## config.mk

```make
export PLATFORM = sky130hd
export DESIGN_NAME = condlogic
export DESIGN_NICKNAME = d
export VERILOG_FILES = /design/src/rtl/condlogic_pkg.sv /design/src/rtl/condlogic_condcheck.sv /design/src/rtl/condlogic.sv
export SDC_FILE = /design/constraint.sdc
export NUM_CORES = 1
export LEC_CHECK = 0
export ABC_AREA = 0
export CAP_MARGIN = 15
export CORE_AREA = 5 5 42 44
export CTS_CLUSTER_DIAMETER = 80
export DETAILED_ROUTE_END_ITERATION = 16
export DIE_AREA = 0 0 47 49
export GPL_TIMING_DRIVEN = 0
export PLACE_DENSITY = 0.86
export REMOVE_ABC_BUFFERS = 1
export SYNTH_ARGS = -nofsm -noshare
export SYNTH_HDL_FRONTEND = slang
export SYNTH_SLANG_ARGS = --single-unit
```

## constraint.sdc

```tcl
create_clock -name clk -period 3.7 [get_ports clk]
set_clock_uncertainty 0.2 [all_clocks]
set_input_delay 0.74 -clock clk [delete_from_list [all_inputs] [get_ports clk]]
set_output_delay 0.74 -clock clk [all_outputs]
set_load 0.02 [all_outputs]
```

## src/rtl/condlogic_pkg.sv

```systemverilog
// Shared processor definitions used by the conditional-execution logic:
// the sixteen condition-field encodings and the bit positions of the
// architectural flags inside the 4-bit {N,Z,C,V} vector.
package condlogic_pkg;

   // Condition field encodings (instruction bits [31:28])
   localparam logic [3:0] COND_EQ  = 4'b0000;
   localparam logic [3:0] COND_NE  = 4'b0001;
   localparam logic [3:0] COND_CS  = 4'b0010;
   localparam logic [3:0] COND_CC  = 4'b0011;
   localparam logic [3:0] COND_MI  = 4'b0100;
   localparam logic [3:0] COND_PL  = 4'b0101;
   localparam logic [3:0] COND_VS  = 4'b0110;
   localparam logic [3:0] COND_VC  = 4'b0111;
   localparam logic [3:0] COND_HI  = 4'b1000;
   localparam logic [3:0] COND_LS  = 4'b1001;
   localparam logic [3:0] COND_GE  = 4'b1010;
   localparam logic [3:0] COND_LT  = 4'b1011;
   localparam logic [3:0] COND_GT  = 4'b1100;
   localparam logic [3:0] COND_LE  = 4'b1101;
   localparam logic [3:0] COND_AL  = 4'b1110;
   localparam logic [3:0] COND_UNC = 4'b1111;

   // Flag bit positions inside {N,Z,C,V}
   localparam int FLAG_N = 3;
   localparam int FLAG_Z = 2;
   localparam int FLAG_C = 1;
   localparam int FLAG_V = 0;

endpackage

```

## src/rtl/condlogic_condcheck.sv

```systemverilog
// Purely combinational condition evaluator: decides whether an instruction
// with the given condition field executes, based on the architectural flags.
module condcheck
   import condlogic_pkg::*;
(
   input  logic [3:0] Cond,
   input  logic [3:0] Flags,
   output logic       CondEx
);

   logic flagN;
   logic flagZ;
   logic flagC;
   logic flagV;

   assign flagN = Flags[FLAG_N];
   assign flagZ = Flags[FLAG_Z];
   assign flagC = Flags[FLAG_C];
   assign flagV = Flags[FLAG_V];

   // Decode the condition field into a single execute/skip decision;
   // AL and the 1111 encoding both execute unconditionally.
   always_comb begin
      CondEx = 1'b1;
      case (Cond)
         COND_EQ:  CondEx = flagZ;
         COND_NE:  CondEx = ~flagZ;
         COND_CS:  CondEx = flagC;
         COND_CC:  CondEx = ~flagC;
         COND_MI:  CondEx = flagN;
         COND_PL:  CondEx = ~flagN;
         COND_VS:  CondEx = flagV;
         COND_VC:  CondEx = ~flagV;
         COND_HI:  CondEx = flagC & ~flagZ;
         COND_LS:  CondEx = ~flagC | flagZ;
         COND_GE:  CondEx = (flagN == flagV);
         COND_LT:  CondEx = (flagN != flagV);
         COND_GT:  CondEx = ~flagZ & (flagN == flagV);
         COND_LE:  CondEx = flagZ | (flagN != flagV);
         COND_AL:  CondEx = 1'b1;
         COND_UNC: CondEx = 1'b1;
         default:  CondEx = 1'b1;
      endcase
   end

endmodule

```

## src/rtl/condlogic.sv

```systemverilog
// Conditional-execution unit: holds the architectural flags, evaluates the
// instruction condition and gates PC, register-file and memory writes with
// the registered condition result.
module condlogic
   import condlogic_pkg::*;
(
   input  logic       clk,
   input  logic       reset,
   input  logic [3:0] Cond,
   input  logic [3:0] ALUFlags,
   input  logic [1:0] FlagW,
   input  logic       PCS,
   input  logic       NextPC,
   input  logic       RegW,
   input  logic       MemW,
   output logic       PCWrite,
   output logic       RegWrite,
   output logic       MemWrite,
   output logic [3:0] Flags,
   output logic       CondEx
);

   logic [1:0] nz_q;
   logic [1:0] nz_d;
   logic [1:0] cv_q;
   logic [1:0] cv_d;
   logic       condExD_q;

   assign Flags = {nz_q, cv_q};

   condcheck u_condcheck (
      .Cond   (Cond),
      .Flags  (Flags),
      .CondEx (CondEx)
   );

   // Each flag pair loads only when its write is requested and the
   // instruction passes its condition, so a skipped instruction leaves flags intact.
   always_comb begin
      nz_d = nz_q;
      cv_d = cv_q;
      if (FlagW[1] && CondEx) begin
         nz_d = ALUFlags[3:2];
      end
      if (FlagW[0] && CondEx) begin
         cv_d = ALUFlags[1:0];
      end
   end

   // Flag registers and the delayed condition result; reset clears them at
   // once so any write gated by the delayed condition is aborted immediately.
   always_ff @(posedge clk or posedge reset) begin
      if (reset) begin
         nz_q      <= 2'b00;
         cv_q      <= 2'b00;
         condExD_q <= 1'b0;
      end else begin
         nz_q      <= nz_d;
         cv_q      <= cv_d;
         condExD_q <= CondEx;
      end
   end

   assign PCWrite  = (PCS && condExD_q) || NextPC;
   assign RegWrite = RegW && condExD_q;
   assign MemWrite = MemW && condExD_q;

endmodule

```

# ---- Word-level counts from Yosys, hierarchy flattened
# Index checks and enable logic that the tools add are counted.
dict set report totals {
  in_bits 16
  elab_cells 37
  register_bits 5
  output_inout_bits 8
}
dict set report classes {
  eq_ne 17
  muxes 1
  reduce_logical 8
  n_bitwise 8
}
# op n
set ops {}
lappend ops {{$eq 4x4->1 const B} 8}
lappend ops {{$eq 4x3->1 const B} 4}
lappend ops {{$pmux 1 s15} 1}
lappend ops {{$eq 4x2->1 const B} 2}
lappend ops {{$logic_and 1x1->1} 5}
lappend ops {{$eq 4x1->1 const B} 1}
lappend ops {{$logic_not 4->1} 1}
lappend ops {{$not 1->1} 4}
lappend ops {{$and 1x1->1} 2}
lappend ops {{$or 1x1->1} 2}
lappend ops {{$reduce_or 2->1} 1}
lappend ops {{$eq 1x1->1} 1}
lappend ops {{$logic_or 1x1->1} 1}
lappend ops {{$ne 1x1->1} 1}

# ---- Logic depth before layout (Yosys ltp)
# Gate-level depths: netlist (run 1).
dict set report depth {
  word_depth 4
  ltp_mapped 7
  mapped_depth_nobuf 5
}

# ---- Hierarchy
# From an unflattened synthesis (run 1), not the netlist that was laid out.
dict set report hier_totals {
  hier_cells 44
  area_unflattened_um2 402.9
}
# mod cells_per_inst seq_area_each_um2 area_per_inst_um2 instances
set by_module_without_submodules {}
lappend by_module_without_submodules {condcheck 29 0.0 201.4 1}
lappend by_module_without_submodules {condlogic 15 125.1 201.4 1}

# ---- Worst setup path after synthesis (run 1)
# No wires, ideal clock.
dict set report synth_path {
  path_kind {input-to-output}
  start {input Cond[3]}
  end {output CondEx}
  t_required_ps 2760
  arrival_time_ps 1786
  cell_stages 6
  setup_slack_ps 974
  path_cell_list {buf_6 and2_1 o221a_2 a211oi_2 nand3_1 and2_1}
}
dict set report synth_via {
  elab_chain_len 3
}
# item line_no
set synth_rtl {}
lappend synth_rtl {{start: declaration} condlogic.sv:9} ;# input logic [3:0] Cond,
lappend synth_rtl {{$eq 4x4->1} condlogic_condcheck.sv:25} ;# case (Cond)
lappend synth_rtl {{$reduce_or 2->1 (no source line)} n/a}
lappend synth_rtl {{$pmux 1 s15 (*)} condlogic_condcheck.sv:25}
lappend synth_rtl {{end: declaration} condlogic.sv:20} ;# output logic CondEx
# Mark *: on every way between the ends. The rest lies on a longest branch, timed or not.

# ---- Final worst setup path (run 1)
dict set report layout_path {
  start {input Cond[2]}
  end {output CondEx}
}
# The elaborated chain is that of the path after synthesis.

==> flow_metrics.tcl, run 1 <==
set metrics [dict create \
    outcome "complete, no violations" \
    ys_warn_count 0 \
    total_leakage_power_nw 0.319 \
    tightest_slew_ps 490 \
    grt_pass1_vias 578 \
    cts_inserted_buffers 3 \
    vias 620 \
    crit_path_end_kind "output port" \
    r2r_slack_ps 1800 \
    place.gp.congestion 0.861 \
    startpoint "Cond[2]" \
    antenna_found_initial 0 \
    viasPerCell 5.85 \
    critPathLaunchType "primary input" \
    clk_latency_ps 240 \
    cts_sinks 5 \
    maxCapViolCount 0 \
    grt_max_degree 12 \
    irDropWorstVdd_v 0.000217 \
    rows 14 \
    pre_cts_ws_ps -147 \
    synth_cells 67 \
    drt-total-wl_mm 1.48 \
    slew_headroom_pct 67.3 \
    grt_pass1_wl_mm 2.30 \
    syn_avg_cell_area_um2 8.18 \
    drt.antenna.violating_nets 0 \
    initial_core_util_pct 39.1 \
    hp-start "nz_q[0]" \
    cts_tree "yes" \
    drt_first_iter_violations 27 \
    hold-worst-slack_ps 420 \
    dp_hpwl_mm 1.17 \
    finalMaxSlewViolations 0 \
    synthDistinctLibCells 35 \
    clock.fmax_ghz 0.279 \
    die_y_um 49 \
    finalWorstSetupSlack_ps 116 \
    netlist_area_um2 548 \
    power.density_mw_per_mm2 599 \
    grtUsageTotal_pct 13.6 \
    ys_seq_area_share_pct 22.8 \
    portBuffers 23 \
    die-area_mm2 0.00230 \
    h-tree-depth 1 \
    grt_overflow 0 \
    worstHoldPathCells 2 \
    dp_cells 102 \
    antenna_cells 0 \
    syn2layout_area_growth_pct 45.4 \
    finalHoldViolCount 0 \
    nets 107 \
    fin_crit_sh_pct 96.9 \
    worst_hold_path_type "reg2reg" \
    synth-seq-cells 5 \
    clk_path_buf_depth 2 \
    synth-edff-count 0 \
    die_w_um 47 \
    cts_resized 2 \
    drc 0 \
    critPathKind "in2out" \
    reg2regPathDepth 5 \
    dominantRegCellSynth "dfrtp_1" \
    post_drt_wl_per_cell_um 13.9 \
    cts_setup_buffers 0 \
    hold_buffers 0 \
    arrival_ps 2640 \
    core_mm2 0.00140 \
    drive_above_1_share_pct 7.78 \
    r2r_start "nz_q[1]" \
    fin_cells 106 \
    synthArstFlopShare_pct 100 \
    post-route-util_pct 56.9 \
    path_max_fanout 7 \
    clk_pin_slew_worst_paths_ps 40 \
    cts_root_buf "clkbuf_4" \
    io_pins 24 \
    cp.required_ps 2760 \
    fillCellCount 139 \
    setup_violations 0 \
    rsz0062_at_grt "false" \
    period_minus_slack_ps 3580 \
    dr.pass1.iters 4 \
]
## placed cells by master (no fill, tap or decap), types with 2 or more instances in the layout
master,instances
a211oi_1,2
a21o_1,2
a21oi_1,3
a31oi_1,2
a41oi_1,3
and2_1,4
clkbuf_4,3
clkdlybuf4s50_1,21
dfrtp_1,5
dlygate4sd2_1,2
inv_1,5
mux2i_1,2
nand2_1,2
nand3_1,4
nand4_1,3
nand4bb_1,2
nor2_1,3
o211ai_1,3
o22ai_1,2
## sequential cells by signal, indices dropped and copies added (netlist names)
name	flops
nz_q	2
cv_q	2
condExD_q	1
## Yosys cell counts (all sizes together) (2+ instances only)
cell	instances	area share, %
dfrtp	5	23
inv	5	3.4
and2	4	4.6
nand3	4	3.7
a211oi	3	5.0
a21oi	3	2.7
a41oi	3	4.8
buf	3	3.9
nand4	3	3.4
nor2	3	2.1
o211ai	3	4.1
a21o	2	2.7
a31oi	2	2.3
mux2i	2	3.7
nand2	2	1.4
nand4bb	2	4.1
o22ai	2	2.3
## area by class of cell
cell class                      count  area, um2  area share [%]
Clock buffer                        4       26.3            3.30
Sequential cell                     5        125            15.7
Inverter                            5       18.8            2.35
Timing Repair Buffer               23        228            28.6
Multi-Input combinational cell     53        379            47.6
Tap cell                           16       20.0            2.51
## final timing paths
| path | to |
|---|---|
| max reg2reg | nz_q[0] |
| min | nz_q[0] |
| max | CondEx |
| max in group asynchronous | nz_q[0] |
| min in group asynchronous | cv_q[0] |
| min reg2reg | nz_q[0] |
## metrics by stage
step | cell area, um2 | setup TNS [ps] | total power [W]
global route | 797 | 0 | 0.000514
CTS | 797 | 0 | 0.000480
global placement | 773 | -110 | 0.000410
detailed placement | 773 | -147 | 0.000419
finish | 797 | 0 | 0.000477
floorplan | 523 | 0 | 0.000294
## logic make-up (layout without fill, tap and decap cells)
logic type                count (synthesis)  count (layout)  synth area share (%)
DFF                                       5               5                  22.8
xor gates and xnor gates                  2               2                  3.20
and+or+nand+nor                          26              26                  29.5
muxes                                     2               2                  3.65
buffers and inverters                     9              32                  7.99
AOI/OAI and AO/OA                        23              23                  32.9
## layer usage
metal / GRT usage (%) / part of all wire [%] / up-vias
met3: 1.85 / 7.5 / 2
met4: 10.6 / 0.75 / 0
met1: 14.4 / 41 / 289
met5: 0 / 0 / -
li1: - / - / 307
met2: 22.4 / 51 / 22
## report_power, final
| group | total [W] | switching (W) | internal, W |
|---|---|---|---|
| Combinational | 0.000288 | 0.000146 | 0.000142 |
| Sequential | 0.000126 | 0.0000444 | 0.0000817 |
| Clock | 0.0000629 | 0.0000222 | 0.0000408 |
| Total | 0.000477 | 0.000212 | 0.000265 |
## critical path, cell delays in order
cell             delay, ps
clkdlybuf4s50_1        600
nand3b_1               130
o221a_2                330
a211oi_2               260
nand3_1                100
and2_1                 160
dlygate4sd2_1          320
No activity file was read; power rests on OpenSTA's default activity.
==> inputs of run 2 (changes only) <==
- CTS_CLUSTER_DIAMETER: 80 -> 40
- CTS_CLUSTER_SIZE: unset -> 14
==> results of run 2 <==
Final layout, timing and power as in run 1 (identical DEF).
==> inputs of run 3 (changes only) <==
- CORE_AREA: 5 5 42 44 -> 2 2 39 41
- DIE_AREA: 0 0 47 49 -> 0 0 41 43
==> flow_metrics.tcl, run 3 (synthesis gave the netlist of run 1 again) <==
set metrics [dict create \
    dr_wl_met3_um 85 \
    power.density_mw_per_mm2 594 \
    startpoint "Cond[1]" \
    clock.fmax_ghz 0.280 \
    grt_pass1_wl_mm 2.35 \
    highest_layer "met4" \
    r2r_slack_ps 1800 \
    rows 14 \
    grt_max_degree 12 \
    initial_core_util_pct 39.6 \
    setup_violations 0 \
    viasPerCell 5.92 \
    total_leakage_power_nw 0.321 \
    clk_latency_ps 250 \
    finalMaxSlewViolations 0 \
    arrival_ps 2630 \
    drive_above_1_share_pct 10.0 \
    nets 107 \
    dp_hpwl_mm 1.13 \
    critPathKind "in2out" \
    grt_overflow 0 \
    multi_input_area_um2 388 \
    cts_tree "yes" \
    h-tree-depth 1 \
    worstHoldPathCells 2 \
    final_cell_mix "clkdlybuf4s50_1, inv_1, dfrtp_1, and2_1, nand3_1" \
    final_common_cell "clkdlybuf4s50_1" \
    cts_root_buf "clkbuf_4" \
    fin_tns_setup_ps 0 \
    dr.pass1.iters 4 \
    tightest_slew_ps 395 \
    drt.antenna.violating_nets 0 \
    die_w_um 41 \
    drt-total-wl_mm 1.48 \
    die-area_mm2 0.00176 \
    io_pins 24 \
    post_drt_wl_per_cell_um 14.0 \
    antenna_cells 0 \
    drt-met1-wl_um 651 \
    critPathLaunchType "primary input" \
    fin_crit_sh_pct 96.5 \
    crit_path_end_kind "output port" \
    reg2regPathDepth 5 \
    met2_length_um 711 \
    cts_sinks 5 \
    clk_path_buf_depth 2 \
    finalHoldViolCount 0 \
    outcome "complete, no violations" \
    post-route-util_pct 58.2 \
    period_minus_slack_ps 3570 \
    power_w 0.000479 \
    r2r_start "nz_q[1]" \
    path_max_fanout 9 \
    grt_pass1_vias 567 \
    antenna_found_initial 0 \
    slew_headroom_pct 73.7 \
    clk_pin_slew_worst_paths_ps 40 \
    fin_cells 106 \
    maxCapViolCount 0 \
    place.gp.congestion 0.829 \
    reg_top3 "cv_q x2, nz_q x2, condExD_q x1" \
    core_mm2 0.00138 \
    rsz0062_at_grt "false" \
    register_area_um2 125 \
    r2r_end "cv_q[1]" \
    worst_hold_path_type "reg2reg" \
    dp_cells 102 \
    grtUsageTotal_pct 19.4 \
    vias 627 \
    endpoint "CondEx" \
    fillCellCount 128 \
    drt_first_iter_violations 20 \
    syn2layout_area_growth_pct 47.0 \
    hold_buffers 0 \
    drc 0 \
    portBuffers 23 \
    cp.required_ps 2760 \
    irDropWorstVdd_v 0.000199 \
    die_y_um 43 \
    cts_inserted_buffers 3 \
]
run 3: cell count changes in the layout (fill, tap and decap cells not counted):
cell     previous run  this run
o21ai_2             0         1
nor3b_1             1         0
o21ai_1             1         0
nor3b_2             0         1
run 3: worst min-delay path by stage:
| stage | from | endpoint |
|---|---|---|
| after floorplan | reset | condExD_q |
| after global placement | nz_q[0] | nz_q[0] |
| after detailed placement | nz_q[0] | nz_q[0] |
| after CTS | nz_q[0] | nz_q[0] |
| after global routing | nz_q[0] | nz_q[0] |
| final | nz_q[0] | nz_q[0] |
run 3: power by group:
group          switching [W]  internal (W)  leakage, nW  total (W)
sequential         0.0000435     0.0000817       0.0575   0.000125
combinational       0.000147      0.000143        0.249   0.000290
clock              0.0000226     0.0000408       0.0150  0.0000634
total               0.000213      0.000266        0.321   0.000479
run 3: cell type report:
type	instances	share of cell area [%]
clock buffer	4	3.26
inverter	5	2.33
multi-input combinational	53	48.1
sequential	5	15.5
tap	16	2.48
timing repair buffer	23	28.3
run 3: stage by stage:
stage / cell area, um2 / hold WS, ps / worst slack [ps]
finish: 806 / 392 / 128
global route: 806 / 436 / 12.4
CTS: 802 / 393 / 165
floorplan: 523 / 319 / 1090
detailed placement: 773 / 386 / -122
global placement: 773 / 380 / -101
run 3: timing repair:
action,CTS,global route
setup endpoints to repair,1,1
resized for setup,3,1
setup buffers,0,0
run 3: per-layer routing:
metal  vias up  track usage (%)
li1        309                -
met1       291             26.3
met2        23             28.4
met3         4             3.14
met4         0             10.0
met5         -                0
run 3: critical path: stages:
cell	delay [ps]
clkdlybuf4s50_1	690
and3b_1	230
o221a_2	160
a211oi_2	250
nand3_1	90
and2_1	160
dlygate4sd2_1	320
